## src/rtl/serial_checksum_receiver_pkg.sv

```systemverilog
// Shared checksum-link definitions: byte width, default frame geometry and the 8-bit running sum.
package serial_checksum_receiver_pkg;
   localparam int unsigned CSUM_W          = 8;
   localparam int unsigned DEF_DATA_BYTES  = 4;
   localparam int unsigned FRAME_BYTES     = DEF_DATA_BYTES + 1;

   typedef enum logic {
      COLLECT,
      CSUM
   } rx_state_e;

   // Running modulo-256 sum; a frame is good when the sum over all its bytes is zero.
   function automatic logic [CSUM_W-1:0] csum8(input logic [CSUM_W-1:0] acc,
                                               input logic [CSUM_W-1:0] b);
      return acc + b;
   endfunction
endpackage

```

## src/rtl/serial_checksum_receiver.sv

```systemverilog
// Byte-serial checksum link receiver: reassembles {data, csum} frames and flags them good/bad.
module serial_checksum_receiver
   import serial_checksum_receiver_pkg::*;
#(
   parameter int unsigned DATA_BYTES = DEF_DATA_BYTES,
   parameter int unsigned ERR_W      = 8
) (
   input  logic                             clk,
   input  logic                             reset,
   input  logic                             flush,
   input  logic [CSUM_W-1:0]                ip,
   input  logic                             ip_valid,
   output logic                             ip_ready,
   output logic [CSUM_W*(DATA_BYTES+1)-1:0] op,
   output logic                             op_valid,
   input  logic                             op_ready,
   output logic                             checksum_valid,
   output logic [ERR_W-1:0]                 err_count
);

   localparam int unsigned SH_W   = CSUM_W * DATA_BYTES;
   localparam int unsigned OP_W   = CSUM_W * (DATA_BYTES + 1);
   localparam int unsigned CNT_W  = $clog2(DATA_BYTES + 1);
   localparam logic [CNT_W-1:0] CNT_LAST = CNT_W'(DATA_BYTES - 1);

   rx_state_e           state_q;
   logic [CNT_W-1:0]    byte_cnt_q;
   logic [CSUM_W-1:0]   acc_q;
   logic [SH_W-1:0]     shift_q;
   logic [OP_W-1:0]     op_q;
   logic                op_valid_q;
   logic                csum_ok_q;
   logic [ERR_W-1:0]    err_q;

   logic                accept;
   logic [CSUM_W-1:0]   acc_d;
   logic [SH_W-1:0]     shift_d;
   logic [OP_W-1:0]     frame_d;

   assign ip_ready = ~op_valid_q | op_ready;
   assign accept   = ip_valid & ip_ready & ~flush;

   always_comb begin
      acc_d   = csum8(acc_q, ip);
      frame_d = {shift_q, ip};
      shift_d = SH_W'(frame_d);
   end

   always_ff @(posedge clk or negedge reset) begin
      if (!reset) begin
         state_q    <= COLLECT;
         byte_cnt_q <= '0;
         acc_q      <= '0;
         shift_q    <= '0;
         op_q       <= '0;
         op_valid_q <= 1'b0;
         csum_ok_q  <= 1'b0;
         err_q      <= '0;
      end else begin
         // Consumption first; a frame completing this cycle overrides it below.
         if (op_valid_q && op_ready) begin
            op_valid_q <= 1'b0;
         end
         if (flush) begin
            state_q    <= COLLECT;
            byte_cnt_q <= '0;
            acc_q      <= '0;
            shift_q    <= '0;
         end else if (accept) begin
            shift_q <= shift_d;
            unique case (state_q)
               COLLECT: begin
                  acc_q      <= acc_d;
                  byte_cnt_q <= byte_cnt_q + 1'b1;
                  if (byte_cnt_q == CNT_LAST) begin
                     state_q <= CSUM;
                  end
               end
               CSUM: begin
                  op_q       <= frame_d;
                  op_valid_q <= 1'b1;
                  csum_ok_q  <= (acc_d == '0);
                  if ((acc_d != '0) && (err_q != '1)) begin
                     err_q <= err_q + 1'b1;
                  end
                  acc_q      <= '0;
                  byte_cnt_q <= '0;
                  state_q    <= COLLECT;
               end
               default: state_q <= COLLECT;
            endcase
         end
      end
   end

   assign op             = op_q;
   assign op_valid       = op_valid_q;
   assign checksum_valid = csum_ok_q;
   assign err_count      = err_q;

endmodule
```

## config.mk

```make
export PLATFORM = sky130hd
export DESIGN_NAME = serial_checksum_receiver
export DESIGN_NICKNAME = d
export VERILOG_FILES = /design/src/rtl/serial_checksum_receiver_pkg.sv /design/src/rtl/serial_checksum_receiver.sv
export SDC_FILE = /design/constraint.sdc
export NUM_CORES = 1
export LEC_CHECK = 0
export CAP_MARGIN = 20
export CORE_MARGIN = 2
export CORE_UTILIZATION = 55
export CTS_BUF_LIST = sky130_fd_sc_hd__clkbuf_4 sky130_fd_sc_hd__clkbuf_8
export CTS_CLUSTER_SIZE = 30
export DETAILED_ROUTE_END_ITERATION = 12
export DONT_BUFFER_PORTS = 1
export GPL_ROUTABILITY_DRIVEN = 0
export PLACE_DENSITY_LB_ADDON = 0.15
export REMOVE_ABC_BUFFERS = 1
export SLEW_MARGIN = 20
export SYNTH_ARGS = -nofsm -noshare
export SYNTH_HDL_FRONTEND = slang
export SYNTH_SLANG_ARGS = --single-unit
export TNS_END_PERCENT = 30
```

## constraint.sdc

```tcl
create_clock -name clk -period 2.6 [get_ports clk]
set_clock_uncertainty 0.1 [all_clocks]
set_input_delay 0.39 -clock clk [delete_from_list [all_inputs] [get_ports clk]]
set_output_delay 0.39 -clock clk [all_outputs]
set_load 0.03 [all_outputs]
```

==> impl_metrics.csv <==
group,metric,value,unit
clocking,cts_root_buf,"clkbuf_8",
clocking,clk_pin_slew,90,ps
drt,antenna_violating_nets_post_route,0,
synth,synthesis.instances,274,
synth,yosysTopAreaCell,"dfrtp_1",
drt,remaining_drc_errors,0,
power,peakVddDrop,0.330,mV
setup_path,arrival,2750,ps
final_layout,num-fill-cells,534,
setup_path,reg2regPathDepth,8,
synth,synthTopCellsByArea,"dfrtp_1 (61%), mux2_2 (12%), a22o_1 (8.8%)",
synth,yosys_most_used_dff,"dfrtp_1",
sta,worst_slew_pin_slew,557,ps
grt,grt_overflow,0,
job,cap_violations,0,
grt,grt_pass1_vias,2204,
synth,synth-edff-count,0,
synth,synthesis.area,0.00389,mm^2
setup_path,crit_path_end_kind,"register",
sta,slew_headroom,62.9,%
final_layout,syn2layout_area_growth,12.2,%
clocking,clock_latency,360,ps
floorplan,rows,30,
setup_path,crit_slowest_cell,"dfrtp_1",
setup_path,critPathMaxStageDelay,420,ps
setup_path,cp_cell_sequence,"ha_4 -> fa_2 -> a211oi_4 -> or4b_4 -> o2111ai_4 -> o41ai_4 -> buf_6 -> mux2_4",
final_layout,utilization,63.8,%
final_layout,design_area,0.00436,mm^2
drt,wirelength,6.64,mm
floorplan,fp.coreArea,0.00683,mm^2
hold_path,min_path_type,"input port to async pin",
placement,port_buffers,0,
sta,hold_slack,-384,ps
drt,vias,2240,
setup_path,worstSetupPathType,"register to register",
power,p_sw,718,uW
floorplan,dieArea,0.00775,mm^2
grt,grt_pass1_wl,10.7,mm
power,pwr-share-comb,9.8,%
sta,rsz0062_at_grt,"true",
floorplan,start_util,56.9,%
setup_path,path_max_fanout,8,
placement,hpwl,4.26,mm
setup_path,crit_required,2750,ps
synth,ys_types,36,
power,intPower,2220,uW
final_layout,fin_nets,313,
clocking,clockBufferDepth,2,
synth,synth_common_cells,"dfrtp_1 (94), mux2_2 (41), a22o_1 (39)",
sta,finalCriticalPeriod,2610,ps
sta,worst_slack,-7.22,ps
clocking,cts_tree,"built",
drt,vias_per_cell,5.74,
grt,grt_usage,18.2,%
final_layout,layout-drive-gt1-share,29.3,%
status,violations,"negative hold slack, negative setup slack",
drt,wl_per_cell,17.0,um
power,clockPowerShare,36.8,%
clocking,cts_made_buffers,9,
grt,antenna_found_initial,0,
floorplan,ioPinCount,64,
sta,period_share,100,%
drt,firstDrtPassIters,4,
floorplan,die_w,88.1,um
clocking,cts_sinks,94,
synth,synthArstFlopShare,100,%
synth,ys_warn_count,0,
sta,setup_viol,1,
floorplan,die_h,88.1,um
sta,drv_slew,0,
drt,drt_iter0_drc,118,
sta,hold_viol,94,
synth,yosysSeqAreaShare,60.5,%
grt,grt_start_max_net_pins,95,
synth,postSynthAreaPerCell,14.2,um^2
setup_path,path_delay_family,"compound AO/OA/AOI/OAI gates",
power,cellPowerDensity,673,mW/mm^2
placement,dpl-instance-area,0.00409,mm^2
setup_path,worst_setup_path_start_kind,"register",
synth,ys_ff_latch,94,
synth,synth.top_cell.area_share,60.5,%
synth,yosysMostFrequentCell,"dfrtp_1",
clocking,ctsHtreeMaxLevel,3,
status,status,"finished with violations",
setup_path,worstPathBufferInverterCount,1,
sta,max_freq,384,MHz
final_layout,diodes,0,
placement,pre_cts_ws,-158,ps
power,seqPwrFrac,53.4,%
power,swShare,24.4,%
setup_path,cp_num_cells,8,
power,leakage,0.00215,uW
power,fin_total_pwr,2940,uW
## registers in the layout, indices dropped and copies added, names as in the netlist
| register | flops |
|---|---|
| acc_q | 8 |
| byte_cnt_q | 3 |
| checksum_valid | 1 |
| err_count | 8 |
| op | 40 |
| op_valid | 1 |
| shift_q | 32 |
| state_q | 1 |
## final timing paths
check | start | endpoint | slack, ps
setup / recovery | acc_q[0] | err_count[1] | -7
hold / removal | reset | op[37] | -380
setup reg to reg | acc_q[0] | err_count[1] | -7
hold reg to reg | byte_cnt_q[2] | byte_cnt_q[2] | 390
max in group asynchronous | reset | checksum_valid | 2600
min in group clk | ip[4] | shift_q[4] | 60
## kinds of logic after synthesis
logic type,Yosys count,share of synthesized area (%)
mux,42,12.3
simple gates,38,4.99
fa+ha+maj,11,3.73
xor+xnor,10,2.25
flops,94,60.5
buf+inv,15,1.48
compound gates,64,14.7
## metal layers
metal / global-route usage [%] / vias to the layer above / wire length [um] / share of wire (%)
li1: - / 1042 / - / -
met1: 23.2 / 1131 / 3010 / 45
met2: 28.9 / 60 / 3130 / 47
met3: 6.03 / 7 / 419 / 6.3
met4: 7.30 / 0 / 71 / 1.1
met5: 0 / - / 0 / 0
## power by group through the flow
stage	logic (uW)	clock network [uW]	registers [uW]
floorplan	196	0	1590
global placement	274	0	1600
detailed placement	280	0	1600
CTS	288	1110	1570
global route	317	1170	1580
finish	288	1080	1570
## what timing repair did
action | 4_1_cts | 5_1_grt
hold endpoints to repair | 94 | 94
pin swaps | 6 | 3
setup endpoints to repair | 7 | 8
gates resized for setup | 4 | 1
buffers inserted | 2 | 0
## placed cells by master (no fill, tap or decap), drive strengths merged, types with 3 or more instances in the layout
| master | count |
|---|---|
| clkbuf | 10 |
| buf | 16 |
| xor2 | 8 |
| nand3 | 3 |
| dfrtp | 94 |
| inv | 5 |
| nand2 | 12 |
| ha | 10 |
| nor2 | 10 |
| o211ai | 4 |
| mux2 | 42 |
| nor3 | 4 |
| o21ai | 5 |
| a21oi | 5 |
| a22o | 39 |
## through the flow
step | setup TNS, ps | cells
floorplan | -42980 | 262
global placement | -309 | 372
detailed placement | -603 | 372
CTS | -32.4 | 390
global route | -196 | 390
finish | -7.22 | 390
## cell type report
class | instances | area [um^2] | area share, %
sequential | 94 | 2350 | 53.9
multi-input combinational | 165 | 1510 | 34.7
clock buffer | 10 | 138 | 3.16
timing repair buffer | 16 | 136 | 3.13
tap | 96 | 120 | 2.75
clock inverter | 6 | 91.3 | 2.09
inverter | 3 | 11.3 | 0.258
(Power assumes the default switching activity.)
